**src/rtl/qpu_exu_trigger_pkg.sv**
```systemverilog
// Shared widths and FSM encoding for the QPU execution-unit trigger engine.
// Width defaults track the QPU-wide timeline and event bus definitions.
package qpu_exu_trigger_pkg;

    localparam int unsigned QPU_TIME_WIDTH            = 16;
    localparam int unsigned QPU_EVENT_NUM             = 8;
    localparam int unsigned QPU_EVNET_WIRE_FULL_WIDTH = 64;
    localparam int unsigned QPU_TRIG_HOLD_CYC         = 4;

    typedef enum logic [1:0] {
        StIdle  = 2'd0,
        StRun   = 2'd1,
        StStall = 2'd2,
        StErr   = 2'd3
    } trig_state_e;

    // Hold counter only needs to reach hold_cyc-1; keep at least one bit.
    function automatic int unsigned hold_cnt_width(input int unsigned hold_cyc);
        return (hold_cyc > 1) ? $clog2(hold_cyc) : 1;
    endfunction

endpackage

```
**src/rtl/qpu_trig_hold.sv**
```systemverilog
// Released-event output register with a down-counter that keeps each capture
// valid for exactly HOLD_CYC cycles; a new capture overwrites and reloads.
module qpu_trig_hold
    import qpu_exu_trigger_pkg::*;
#(
    parameter int unsigned EVENT_NUM = QPU_EVENT_NUM,
    parameter int unsigned EVENT_W   = QPU_EVNET_WIRE_FULL_WIDTH,
    parameter int unsigned HOLD_CYC  = QPU_TRIG_HOLD_CYC
) (
    input  logic                 clk,
    input  logic                 rst,
    input  logic                 clr_i,
    input  logic                 cap_i,
    input  logic [EVENT_NUM-1:0] cap_valid_i,
    input  logic [EVENT_W-1:0]   cap_data_i,
    output logic [EVENT_NUM-1:0] evt_valid_o,
    output logic [EVENT_W-1:0]   evt_data_o
);

    localparam int unsigned CntW = hold_cnt_width(HOLD_CYC);
    localparam logic [CntW-1:0] Reload = CntW'(HOLD_CYC - 1);

    logic [CntW-1:0]      cnt_q;
    logic [EVENT_NUM-1:0] valid_q;
    logic [EVENT_W-1:0]   data_q;

    always_ff @(posedge clk) begin
        if (rst) begin
            cnt_q   <= '0;
            valid_q <= '0;
            data_q  <= '0;
        end else if (clr_i) begin
            // Timeline stopped: drop the release but keep the last data word.
            cnt_q   <= '0;
            valid_q <= '0;
        end else if (cap_i) begin
            cnt_q   <= Reload;
            valid_q <= cap_valid_i;
            data_q  <= cap_data_i;
        end else if (cnt_q != '0) begin
            cnt_q <= cnt_q - CntW'(1);
        end else begin
            valid_q <= '0;
        end
    end

    assign evt_valid_o = valid_q;
    assign evt_data_o  = data_q;

endmodule

```
**src/rtl/qpu_exu_trigger.sv**
```systemverilog
// Timeline counter and fire/stall/miss control on the read side of the
// execution-unit time and event queues.
module qpu_exu_trigger
    import qpu_exu_trigger_pkg::*;
#(
    parameter int unsigned TIME_W    = QPU_TIME_WIDTH,
    parameter int unsigned EVENT_NUM = QPU_EVENT_NUM,
    parameter int unsigned EVENT_W   = QPU_EVNET_WIRE_FULL_WIDTH,
    parameter int unsigned HOLD_CYC  = QPU_TRIG_HOLD_CYC
) (
    input  logic                 clk,
    input  logic                 rst,
    input  logic                 run_en,
    input  logic                 tiq_head_valid,
    input  logic [TIME_W-1:0]    tiq_head_time,
    input  logic                 tiq_clk_ena,
    output logic                 trigger_o,
    output logic [TIME_W-1:0]    timer_o,
    input  logic [EVENT_NUM-1:0] evq_i_valid,
    input  logic [EVENT_W-1:0]   evq_i_data,
    output logic [EVENT_NUM-1:0] evt_o_valid,
    output logic [EVENT_W-1:0]   evt_o_data,
    output logic                 stall_o,
    output logic                 miss_err_o
);

    trig_state_e       state_q;
    logic [TIME_W-1:0] timer_q;
    logic              stall_q;
    logic              miss_q;

    logic              hit;
    logic              miss;
    logic              fire;
    logic [TIME_W-1:0] diff;

    assign hit  = tiq_head_valid && (timer_q == tiq_head_time);
    // Head is in the past when timer-head is positive in two's complement,
    // which stays correct across timeline wrap.
    assign diff = timer_q - tiq_head_time;
    assign miss = tiq_head_valid && !diff[TIME_W-1] && (diff != '0);

    // Gated by run_en so a shutdown cycle never pops entries nobody captures.
    assign trigger_o = run_en && (((state_q == StRun) && hit) || (state_q == StStall));
    assign fire      = trigger_o && tiq_clk_ena;

    always_ff @(posedge clk) begin
        if (rst) begin
            state_q <= StIdle;
            timer_q <= '0;
            stall_q <= 1'b0;
            miss_q  <= 1'b0;
        end else if (!run_en) begin
            state_q <= StIdle;
            timer_q <= '0;
            stall_q <= 1'b0;
        end else begin
            case (state_q)
                StIdle: begin
                    state_q <= StRun;
                    timer_q <= '0;
                end
                StRun: begin
                    if (hit) begin
                        if (tiq_clk_ena) begin
                            timer_q <= timer_q + TIME_W'(1);
                        end else begin
                            state_q <= StStall;
                            stall_q <= 1'b1;
                        end
                    end else if (miss) begin
                        state_q <= StErr;
                        miss_q  <= 1'b1;
                    end else begin
                        timer_q <= timer_q + TIME_W'(1);
                    end
                end
                StStall: begin
                    if (tiq_clk_ena) begin
                        state_q <= StRun;
                        stall_q <= 1'b0;
                        timer_q <= timer_q + TIME_W'(1);
                    end
                end
                StErr: begin
                    state_q <= StErr;
                end
                default: begin
                    state_q <= StIdle;
                    timer_q <= '0;
                    stall_q <= 1'b0;
                end
            endcase
        end
    end

    assign timer_o    = timer_q;
    assign stall_o    = stall_q;
    assign miss_err_o = miss_q;

    qpu_trig_hold #(
        .EVENT_NUM (EVENT_NUM),
        .EVENT_W   (EVENT_W),
        .HOLD_CYC  (HOLD_CYC)
    ) u_hold (
        .clk         (clk),
        .rst         (rst),
        .clr_i       (!run_en),
        .cap_i       (fire),
        .cap_valid_i (evq_i_valid),
        .cap_data_i  (evq_i_data),
        .evt_valid_o (evt_o_valid),
        .evt_data_o  (evt_o_data)
    );

endmodule

```
**config.mk**
```make
export PLATFORM = sky130hd
export DESIGN_NAME = qpu_exu_trigger
export DESIGN_NICKNAME = d
export VERILOG_FILES = /design/src/rtl/qpu_exu_trigger_pkg.sv /design/src/rtl/qpu_trig_hold.sv /design/src/rtl/qpu_exu_trigger.sv
export SDC_FILE = /design/constraint.sdc
export NUM_CORES = 1
export LEC_CHECK = 0
export CORE_MARGIN = 1.5
export CORE_UTILIZATION = 45
export CTS_CLUSTER_DIAMETER = 120
export DETAILED_ROUTE_END_ITERATION = 10
export PLACE_DENSITY = 0.81
export SLEW_MARGIN = 20
export SYNTH_ARGS = -nofsm -noshare
export SYNTH_HDL_FRONTEND = slang
export SYNTH_SLANG_ARGS = --single-unit
```
**constraint.sdc**
```tcl
create_clock -name clk -period 3.6 [get_ports clk]
set_input_delay 0.72 -clock clk [delete_from_list [all_inputs] [get_ports clk]]
set_output_delay 0.72 -clock clk [all_outputs]
set_load 0.02 [all_outputs]
```
# After elaboration in Yosys (flattened, before gate mapping)
# Cells that the tools add are included.
totals:
  output_inout_bits: 91
  register_bits: 94
  wordCells: 60
  inputBits: 93
op_classes:
  eq_ne: 11
  n_reduce_logical: 20
  n_addsub: 3
  muxes: 17
  bitwise_logic: 2
op_table:
  columns: ["operator", "n"]
  rows:
  - ["2-to-1 mux 16 bit", 3]
  - ["case mux 16 bit (3 select lines)", 1]
  - ["adder 16 x 1 -> 16 bit (second input constant)", 1]
  - ["== test 16 bit", 1]
  - ["2-to-1 mux 8 bit", 2]
  - ["nonzero test 16 bit", 1]
  - ["subtractor 16 bit", 1]
  - ["2-to-1 mux 2 bit", 6]
  - ["inequality test 3 bit (second input constant)", 3]
  - ["inequality test 2 bit (second input constant)", 4]
  - ["case mux 2 bit (4 select lines)", 1]
  - ["AND reduction 4 bit", 2]
  - ["logical AND 1 bit", 6]
  - ["nonzero test 2 bit", 3]
  - ["== test 2 bit (second input constant)", 2]
  - ["AND reduction 2 bit", 2]
  - ["2-to-1 mux 1 bit", 3]
  - ["AND reduction 3 bit", 1]
  - ["nonzero test 3 bit", 1]
  - ["== test 2 x 1 -> 1 bit (second input constant)", 1]
  - ["logical NOT 2 bit", 1]
  - ["inverter 1 bit", 2]
  - ["case mux 1 bit (2 select lines)", 1]
  - ["OR reduction 2 bit", 1]
  - ["other kinds (3)", 3]

# Longest topological paths before layout
# Gate-level depths: netlist of run 1.
logic_depth:
  ltp_word: 7
  depth_mapped: 13
  ltp_nobuf: 11

# Cells and area by module
# From an unflattened synthesis of run 1, not the netlist that was laid out.
unflattened:
  hier_cells: 611
  area_unflattened_um2: 4948.5
by_module_without_submodules:
  columns: ["mod", "area_each_um2", "seq_area_each_um2", "cells_each", "n_inst"]
  rows:
  - ["qpu_trig_hold", 2796.4, 1481.4, 326, 1]
  - ["qpu_exu_trigger", 2152.1, 400.4, 285, 1]

# Worst setup path after synthesis of run 1
# OpenSTA, ideal clock, no wires.
synth_path:
  path_kind: "input -> register"
  startpoint: "in tiq_head_time[1]"
  endpoint: "reg timer_q[12], in the netlist timer_o[12]"
  required_ns: 3.472
  t_arrival_ns: 3.164
  n_path_buf: 1
  slack_ns: 0.309
  setup_ns: 0.128
  path_stages: 12
  path_cell_list: "inv_1 -> ha_1 -> nor2b_4 -> o211a_1 -> o31ai_1 -> a211oi_1 -> o221a_1 -> or4_4 -> o221ai_4 -> buf_6 -> mux2i_1 -> nor2_1"
synth_via:
  elab_chain_cells: 6
  word_cells_on_any_way: 11
  classes_between: "1 x add/sub; 2 x eq/ne; 2 x mux; 6 x reduce/logical"
synth_lines:
  columns: ["element", "line", "source"]
  rows:
  - ["from (decl)", "qpu_exu_trigger.sv:15", "input logic [TIME_W-1:0] tiq_head_time,"]
  - ["parallel branches: the longest is 6 deep, another holds subtractor 16 bit", null, null]
  - ["to (signal assigned)", "qpu_exu_trigger.sv:66", "timer_q <= timer_q + TIME_W'(1);"]
  - ["to (signal assigned)", "qpu_exu_trigger.sv:75", "timer_q <= timer_q + TIME_W'(1);"]
  - ["to (signal assigned)", "qpu_exu_trigger.sv:82", "timer_q <= timer_q + TIME_W'(1);"]
  - ["to (decl)", "qpu_exu_trigger.sv:28", "logic [TIME_W-1:0] timer_q;"]
# Parallel ways; which one is timed is not known.
# A chain may end at the register's enable or synchronous reset.

# Worst setup path in the final report of run 1
layout_path:
  startpoint: "in tiq_head_time[1]"
  endpoint: "reg timer_q[10], in the netlist timer_o[10]"
# The elaborated chain is that of the path after synthesis.

==> results of run 1 <==
[power by group through the flow]
stage                     Clock (mW)  Sequential (mW)  Combinational (mW)
after floorplan                    0             1.08               0.104
after global placement             0             1.07               0.271
after detailed placement           0             1.07               0.274
after CTS                      0.792             1.05               0.276
after global routing           0.834             1.05               0.305
final                          0.784             1.05               0.285
[sequential cells by signal, indices dropped and copies added, names as in the netlist]
signal and count:
u_hold.evt_valid_o 8, stall_o 1, miss_err_o 1, timer_o 16
u_hold.cnt_q 2, state_q 2, u_hold.evt_data_o 64
[Yosys cell counts, drive strengths merged, types with 7 or more instances]
| library cell | count |
|---|---|
| clkbuf | 33 |
| mux2i | 7 |
| o21ai | 19 |
| or2 | 7 |
| nand3b | 8 |
| buf | 7 |
| nand2 | 161 |
| nor3 | 11 |
| inv | 28 |
| ha | 21 |
| nand4 | 7 |
| nor2 | 30 |
| nand3 | 11 |
| o21a | 9 |
| dfxtp | 94 |
| a21oi | 100 |
[kinds of logic (layout without fill, tap and decap cells)]
group / after synthesis / in the layout
AO/OA/AOI/OAI: 179 / 179
XOR/XNOR: 10 / 10
adder cells (fa/ha/maj): 21 / 21
buffers and inverters: 68 / 288
flip-flops: 94 / 94
multiplexers: 8 / 8
AND/OR/NAND/NOR: 261 / 261
[area by class of cell]
class,instances,area share
multi-input cells,479,0.372
repair buffers,245,0.312
flip-flops and latches,94,0.250
well taps,136,0.0226
clock buffers,9,0.0165
inverters,28,0.0140
clock inverters,6,0.0125
[worst max-delay path by stage]
stage / to / slack [ps] / depth (start not counted)
after floorplan: timer_o[12] / 310 / 12
after global placement: timer_o[8] / -300 / 14
after detailed placement: timer_o[8] / -310 / 14
after CTS: timer_o[8] / 50 / 14
after global routing: timer_o[8] / -20 / 14
final: timer_o[10] / 30 / 14
[through the flow]
stage / cell area [um^2] / util
6_report: 7520 / 0.722
2_1_floorplan: 4880 / -
4_1_cts: 7420 / 0.713
3_5_place_dp: 7200 / 0.691
3_3_place_gp: 7200 / 0.691
5_1_grt: 7520 / 0.722
[critical path, stage by stage]
cell                              delay (ps)
sky130_fd_sc_hd__clkdlybuf4s50_1         460
sky130_fd_sc_hd__inv_1                    60
sky130_fd_sc_hd__ha_4                    260
sky130_fd_sc_hd__nor2b_4                 160
sky130_fd_sc_hd__o211a_1                 220
sky130_fd_sc_hd__buf_4                   130
sky130_fd_sc_hd__o31a_1                  160
sky130_fd_sc_hd__o31ai_2                  90
sky130_fd_sc_hd__o221a_1                 230
sky130_fd_sc_hd__or4_4                   510
sky130_fd_sc_hd__o221ai_4                280
sky130_fd_sc_hd__buf_12                  170
sky130_fd_sc_hd__nor4b_2                 240
sky130_fd_sc_hd__o211a_1                 170
[layer usage]
layer  wire, um  share of wire  GRT usage
met1       6610           0.39      0.353
met2       8180           0.48      0.470
met3       1490          0.088     0.0729
met4        639          0.038      0.126
met5          0              0          0
[what timing repair did]
item	in CTS	in global routing
pin swaps	0	14
cloned	0	1
endpoints found under the setup margin	1	8
resized for setup	2	14
buffers inserted	0	2
==> flow_summary.rst, run 1 <==
.. list-table::
   :header-rows: 1

   * - Metric
     - Value
   * - Sum of negative setup slack
     - 0 ps
   * - Crit path DAT
     - 3880 ps
   * - Beginning of the worst register-to-register path
     - timer_o[0]
   * - Maximum number of pins on one net before global-route repair
     - 75
   * - Multiplexer share of the synthesized area
     - 0.0166
   * - EDFF count, synth
     - 0
   * - Share of flip-flops with an asynchronous set or reset
     - 0
   * - Overall global routing resource usage
     - 0.287
   * - Clock tree from TritonCTS
     - built
   * - Switching pwr
     - 516 uW
   * - Number of cells in the finished layout apart from fillers
     - 997
   * - Combinational share of power
     - 0.135
   * - H-Tree Depth
     - 3
   * - Clock latency of the later-clocked register in the worst-skew pair
     - 360 ps
   * - Antenna Diode Count
     - 0
   * - Number of instances in the synthesized netlist
     - 641
   * - Most common cell after layout, fill and taps aside
     - sky130_fd_sc_hd__clkdlybuf4s50_1
   * - Initial standard-cell utilization of the core
     - 0.469
   * - Gpl congestion
     - 0.967
   * - Area of the mapped netlist
     - 4880 um^2
   * - Largest area contributor in the synthesized netlist
     - sky130_fd_sc_hd__dfxtp_1
   * - Number of endpoints failing setup at the final stage
     - 0
   * - Final net count
     - 971
   * - Clock Root Buffer
     - sky130_fd_sc_hd__clkbuf_8
   * - Max-capacitance violation count
     - 0
   * - Yosys cell types
     - 63
   * - Number of buffers inserted during clock tree synthesis
     - 9
   * - Endpoint of the worst hold-timing path
     - u_hold.evt_data_o[46]
   * - Aggregate routed wire length
     - 16900 um
   * - Power density over cell area
     - 282 nW/um^2
   * - Register cell area after layout
     - 1880 um^2
   * - Shortest period the worst path allows
     - 3570 ps
   * - Filler Cell Count
     - 801
   * - Power share of the sequential group
     - 0.495
   * - Cell count of the worst reg-to-reg path
     - 13
   * - Total of flip-flops plus latches after synthesis
     - 94
   * - Nature of the critical path endpoint
     - flop
   * - R2R setup slack
     - 370 ps
   * - Min setup slack post-route
     - 29.2 ps
   * - Number of buffers on the longest clock path
     - 2
   * - Internal cell power
     - 1.60 mW
   * - Crit. Startpoint
     - tiq_head_time[1]
   * - Share of cells above drive strength 1
     - 0.130
   * - Critical path class
     - input port to flop
   * - Share of the synthesized area in the top cell type
     - 0.385
   * - Tightest hold margin
     - 459 ps
   * - Pre-CTS setup slack
     - -312 ps
   * - Part of the Yosys area used for sequential elements
     - 0.385
   * - First-iteration detailed-routing DRC count
     - 455
   * - Overall via count from detail_route
     - 5568
   * - Most used DFF post-synth
     - sky130_fd_sc_hd__dfxtp_1
   * - Number of cells in the design after placement
     - 979
   * - Cell depth of the worst min-delay path
     - 2
   * - Highest net fanout along the worst path
     - 8
   * - Synthesized-area fraction occupied by xor and xnor cells
     - 0.0179
   * - Final Skew
     - 9.50 ps
   * - Num ports
     - 184
   * - Outcome
     - completed
   * - Period utilization
     - 0.992
   * - Tightest slew margin relative to the limit
     - 0.466
   * - Required time of the critical path
     - 3910 ps
   * - Area grow syn2layout
     - 53.9%
   * - Overflow left after global routing
     - 0
   * - Register clock-pin slew on the reported worst setup and hold paths
     - 100 ps
   * - Via count of the first global-routing pass
     - 5338
   * - Commonest non-fill, non-tap cells in the layout
     - 181 x sky130_fd_sc_hd__clkdlybuf4s50_1, 160 x sky130_fd_sc_hd__nand2_1, 95 x sky130_fd_sc_hd__a21oi_1
   * - Hold_buf cts
     - 0
   * - Synth Area per Inst
     - 7.62 um^2
   * - Final slew viol count
     - 0
   * - Height of the chip
     - 107 um
   * - Largest cells by area after synthesis
     - sky130_fd_sc_hd__dfxtp_1 39%, sky130_fd_sc_hd__nand2_1 12%, sky130_fd_sc_hd__a21oi_1 10%
   * - Maximum clock rate
     - 280 MHz
   * - Switching share of power
     - 0.243
   * - Transition time of the tightest slew-check pin
     - 793 ps
   * - Core footprint
     - 10400 um^2
   * - Adder and majority cell fraction of the synthesized area
     - 0.0538
   * - Ratio of routed vias to standard cells
     - 5.58
   * - Die Outline Area
     - 11500 um^2
   * - Multi-input gate area
     - 2800 um^2
   * - Total power
     - 2.12 mW
   * - Type of element launching the critical path
     - input port
   * - Part of the power in the clock network
     - 0.370
   * - Number of clock sinks
     - 94
   * - Worst vdd ir
     - 0.000295 V
   * - Min-delay worst type
     - flop to flop
   * - Count of endpoints failing hold in the final timing report
     - 0
   * - Initial antenna violation count
     - 0
   * - Leakage
     - 2.82 nW
   * - Drt pass-1 iters
     - 5
   * - Reg-to-reg critical path endpoint
     - timer_o[10]
   * - Main combinational cell family by area after synthesis
     - simple AND/OR/NAND/NOR gates
   * - # rows
     - 37
   * - Critical hold path startpoint
     - u_hold.evt_data_o[46]
   * - Average detailed-routed wire length per instance
     - 17.0 um
   * - Port bufs
     - 183
   * - Sum of net half-perimeters after detailed placement
     - 12700 um
   * - Antenna viol nets, final
     - 0
   * - Fraction of the mapped netlist area in simple logic gates
     - 0.240
   * - Number of warnings reported in the yosys synthesis log
     - 0
   * - Wire length of the first global-routing pass
     - 26000 um
   * - Synth Area in Compound Gates
     - 0.232
   * - Overall die width
     - 107 um
   * - DRC viols
     - 0
   * - Post-Syn Nets
     - 755
No activity file was read; power rests on OpenSTA's default activity.
==> run 2, diff against run 1 <==
--- a/config.mk
+++ b/config.mk
@@ -9,6 +9,7 @@
 export CORE_UTILIZATION = 45
 export CTS_CLUSTER_DIAMETER = 120
 export DETAILED_ROUTE_END_ITERATION = 10
+export MAX_ROUTING_LAYER = met4
 export PLACE_DENSITY = 0.81
 export SLEW_MARGIN = 20
 export SYNTH_ARGS = -nofsm -noshare
==> constraint.sdc (replaced) <==
create_clock -name clk -period 3.33 [get_ports clk]
set_input_delay 0.666 -clock clk [delete_from_list [all_inputs] [get_ports clk]]
set_output_delay 0.666 -clock clk [all_outputs]
set_load 0.02 [all_outputs]
==> run 2 against run 1 <==
Critical path depth rose by 1. Clock skew up 12 ps. Clock power barely moved. Combinational power increased by 23%. Utilization rose by 4.7 points. Sequential power grew 8%. Global-route usage increased by 1.7 points.
==> flow_summary.rst, run 2 (synthesized netlist as in run 1, its figures left out) <==
.. list-table::
   :header-rows: 1

   * - Metric
     - Value
   * - Leakage
     - 2.99 nW (+6.2%)
   * - Final Skew
     - 21.6 ps (+12.1 ps)
   * - Die Outline Area
     - 11500 um^2 (unchanged)
   * - Clock tree from TritonCTS
     - built
   * - Power density over cell area
     - 284 nW/um^2 (+0.77%)
   * - Overall die width
     - 107 um (unchanged)
   * - Sum of net half-perimeters after detailed placement
     - 12800 um (+1.4%)
   * - Flip-flop count of the largest register after layout
     - 64 (unchanged)
   * - Initial antenna violation count
     - 0 (unchanged)
   * - Required time of the critical path
     - 3630 ps (-280 ps)
   * - Via count of the first global-routing pass
     - 5422 (+1.6%)
   * - Num ports
     - 184 (unchanged)
   * - Max-capacitance violation count
     - 0 (unchanged)
   * - Wire length of the first global-routing pass
     - 26800 um (+2.9%)
   * - Overflow left after global routing
     - 0 (unchanged)
   * - DRC viols
     - 0 (unchanged)
   * - Maximum number of pins on one net before global-route repair
     - 75 (unchanged)
   * - Period utilization
     - 0.997
   * - Critical path class
     - input port to flop
   * - Share of cells above drive strength 1
     - 0.191 (+0.0607)
   * - Register clock-pin slew on the reported worst setup and hold paths
     - 100 ps (about the same)
   * - Number of clock sinks
     - 94 (unchanged)
   * - Final slew viol count
     - 0 (unchanged)
   * - Drt pass-1 iters
     - 5 (unchanged)
   * - Hold_buf cts
     - 0 (unchanged)
   * - Port bufs
     - 183 (unchanged)
   * - Antenna viol nets, final
     - 0 (unchanged)
   * - Shortest period the worst path allows
     - 3320 ps
   * - Total power
     - 2.27 mW (+7.3%)
   * - Min-delay worst type
     - flop to flop
   * - Outcome
     - completed
   * - Average detailed-routed wire length per instance
     - 17.9 um (+5.3%)
   * - Crit path DAT
     - 3620 ps (-260 ps)
   * - Number of buffers on the longest clock path
     - 2 (unchanged)
   * - First-iteration detailed-routing DRC count
     - 586 (+29%)
   * - H-Tree Depth
     - 3 (unchanged)
   * - Final net count
     - 995 (+2.5%)
   * - Final instance area
     - 8000 um^2 (+6.5%)
   * - Clock latency of the later-clocked register in the worst-skew pair
     - 360 ps (about the same)
   * - Antenna Diode Count
     - 0 (unchanged)
   * - Height of the chip
     - 107 um (unchanged)
   * - Number of endpoints failing setup at the final stage
     - 0 (unchanged)
   * - Commonest non-fill, non-tap cells in the layout
     - 175 x sky130_fd_sc_hd__clkdlybuf4s50_1, 159 x sky130_fd_sc_hd__nand2_1, 94 x sky130_fd_sc_hd__a21oi_1, 94 x sky130_fd_sc_hd__dfxtp_1, 75 x sky130_fd_sc_hd__buf_4
   * - Type of element launching the critical path
     - input port
   * - Count of endpoints failing hold in the final timing report
     - 0 (unchanged)
   * - Number of buffers inserted during clock tree synthesis
     - 9 (unchanged)
   * - Gpl congestion
     - 0.966 (-0.11%)
   * - Area grow syn2layout
     - 63.8%
   * - Transition time of the tightest slew-check pin
     - 569 ps (-224 ps)
   * - Worst vdd ir
     - 0.000244 V (-17%)
   * - # rows
     - 37 (unchanged)
   * - Initial standard-cell utilization of the core
     - 0.469 (unchanged)
   * - Maximum clock rate
     - 301 MHz
   * - Cell area after placement
     - 7330 um^2 (+1.7%)
   * - Highest net fanout along the worst path
     - 7 (-1)
   * - Aggregate routed wire length
     - 18300 um (+8.0%)
   * - Clock Root Buffer
     - sky130_fd_sc_hd__clkbuf_8
   * - Most common cell after layout, fill and taps aside
     - sky130_fd_sc_hd__clkdlybuf4s50_1
   * - Tightest slew margin relative to the limit
     - 0.618 (+0.152)
   * - Overall via count from detail_route
     - 5715 (+2.6%)
   * - Ratio of routed vias to standard cells
     - 5.59 (+0.13%)
   * - Core footprint
     - 10400 um^2 (unchanged)
   * - Overall global routing resource usage
     - 0.304 (+0.0173)
   * - Nature of the critical path endpoint
     - flop
   * - Filler Cell Count
     - 751 (-6.2%)
run 2: cell types whose count changed in the layout (fill, tap and decap cells not counted), moves of 6 or more:
cell                              before  now
sky130_fd_sc_hd__buf_4                57   75
sky130_fd_sc_hd__clkdlybuf4s50_1     181  175
sky130_fd_sc_hd__ha_1                 18    9
sky130_fd_sc_hd__ha_4                  2   11
sky130_fd_sc_hd__inv_1                28   22
sky130_fd_sc_hd__inv_2                 0    6
run 2: area by class of cell:
type / instances / area [um^2] / share of cell area
inverter: 28 / 105 / 0.0131
timing repair buffer: 269 / 2580 / 0.322
clock inverter: 6 / 75.1 / 0.00938
clock buffer: 10 / 128 / 0.0159
multi-input combinational: 479 / 3070 / 0.383
sequential: 94 / 1880 / 0.235
tap: 136 / 170 / 0.0213
run 2: routing by layer:
metal / part of all wire / wire (um) / track usage
met1: 0.40 / 7390 / 0.378
met2: 0.49 / 8870 / 0.490
met3: 0.077 / 1410 / 0.0644
met4: 0.032 / 582 / 0.104
met5: 0 / 0 / -
run 2: final timing paths:
| check | endpoint | slack, ps | start | depth (start not counted) |
|---|---|---|---|---|
| setup reg to reg | timer_o[10] | 270 | timer_o[1] | 13 |
| hold / removal | u_hold.evt_data_o[58] | 460 | u_hold.evt_data_o[58] | 2 |
| hold reg to reg | u_hold.evt_data_o[58] | 460 | u_hold.evt_data_o[58] | 2 |
| setup / recovery | timer_o[10] | 9 | tiq_head_time[7] | 15 |
run 2: worst max-delay path: stages:
cell,delay (ps)
sky130_fd_sc_hd__clkdlybuf4s50_1,460
sky130_fd_sc_hd__inv_1,60
sky130_fd_sc_hd__ha_4,320
sky130_fd_sc_hd__nand2_1,80
sky130_fd_sc_hd__o21ai_1,290
sky130_fd_sc_hd__nand2b_2,270
sky130_fd_sc_hd__nor4_4,70
sky130_fd_sc_hd__nor4_2,260
sky130_fd_sc_hd__buf_4,170
sky130_fd_sc_hd__nand4_1,130
sky130_fd_sc_hd__o221ai_4,220
sky130_fd_sc_hd__buf_12,160
sky130_fd_sc_hd__buf_12,120
sky130_fd_sc_hd__nor4b_4,180
sky130_fd_sc_hd__o211a_1,160
run 2: power by group:
group / total [mW] / switching, mW / internal (mW) / leakage [nW]
Combinational: 0.350 / 0.154 / 0.197 / 2.13
Sequential: 1.13 / 0.00447 / 1.13 / 0.757
Clock: 0.787 / 0.427 / 0.360 / 0.0994
Total: 2.27 / 0.586 / 1.69 / 2.99
run 2: timing repair:
| action | in CTS | in global routing |
|---|---|---|
| endpoints found under the setup margin | 17 | 20 |
| gates resized for setup | 32 | 42 |
| pin swaps | 19 | 29 |
| setup buffers | 4 | 8 |
| gates cloned | 1 | 0 |
run 2: stage by stage:
stage                     TNS, ps  hold WS (ps)  setup WS, ps  instances   util
final                           0           458          8.92       1022  0.768
after global routing         -902           479         -97.9       1022  0.768
after CTS                       0           460          6.56       1014  0.742
after detailed placement    -8760           448          -536        994  0.703
after global placement      -8340           441          -501        994  0.703
after floorplan                 0           506          92.7        641      -
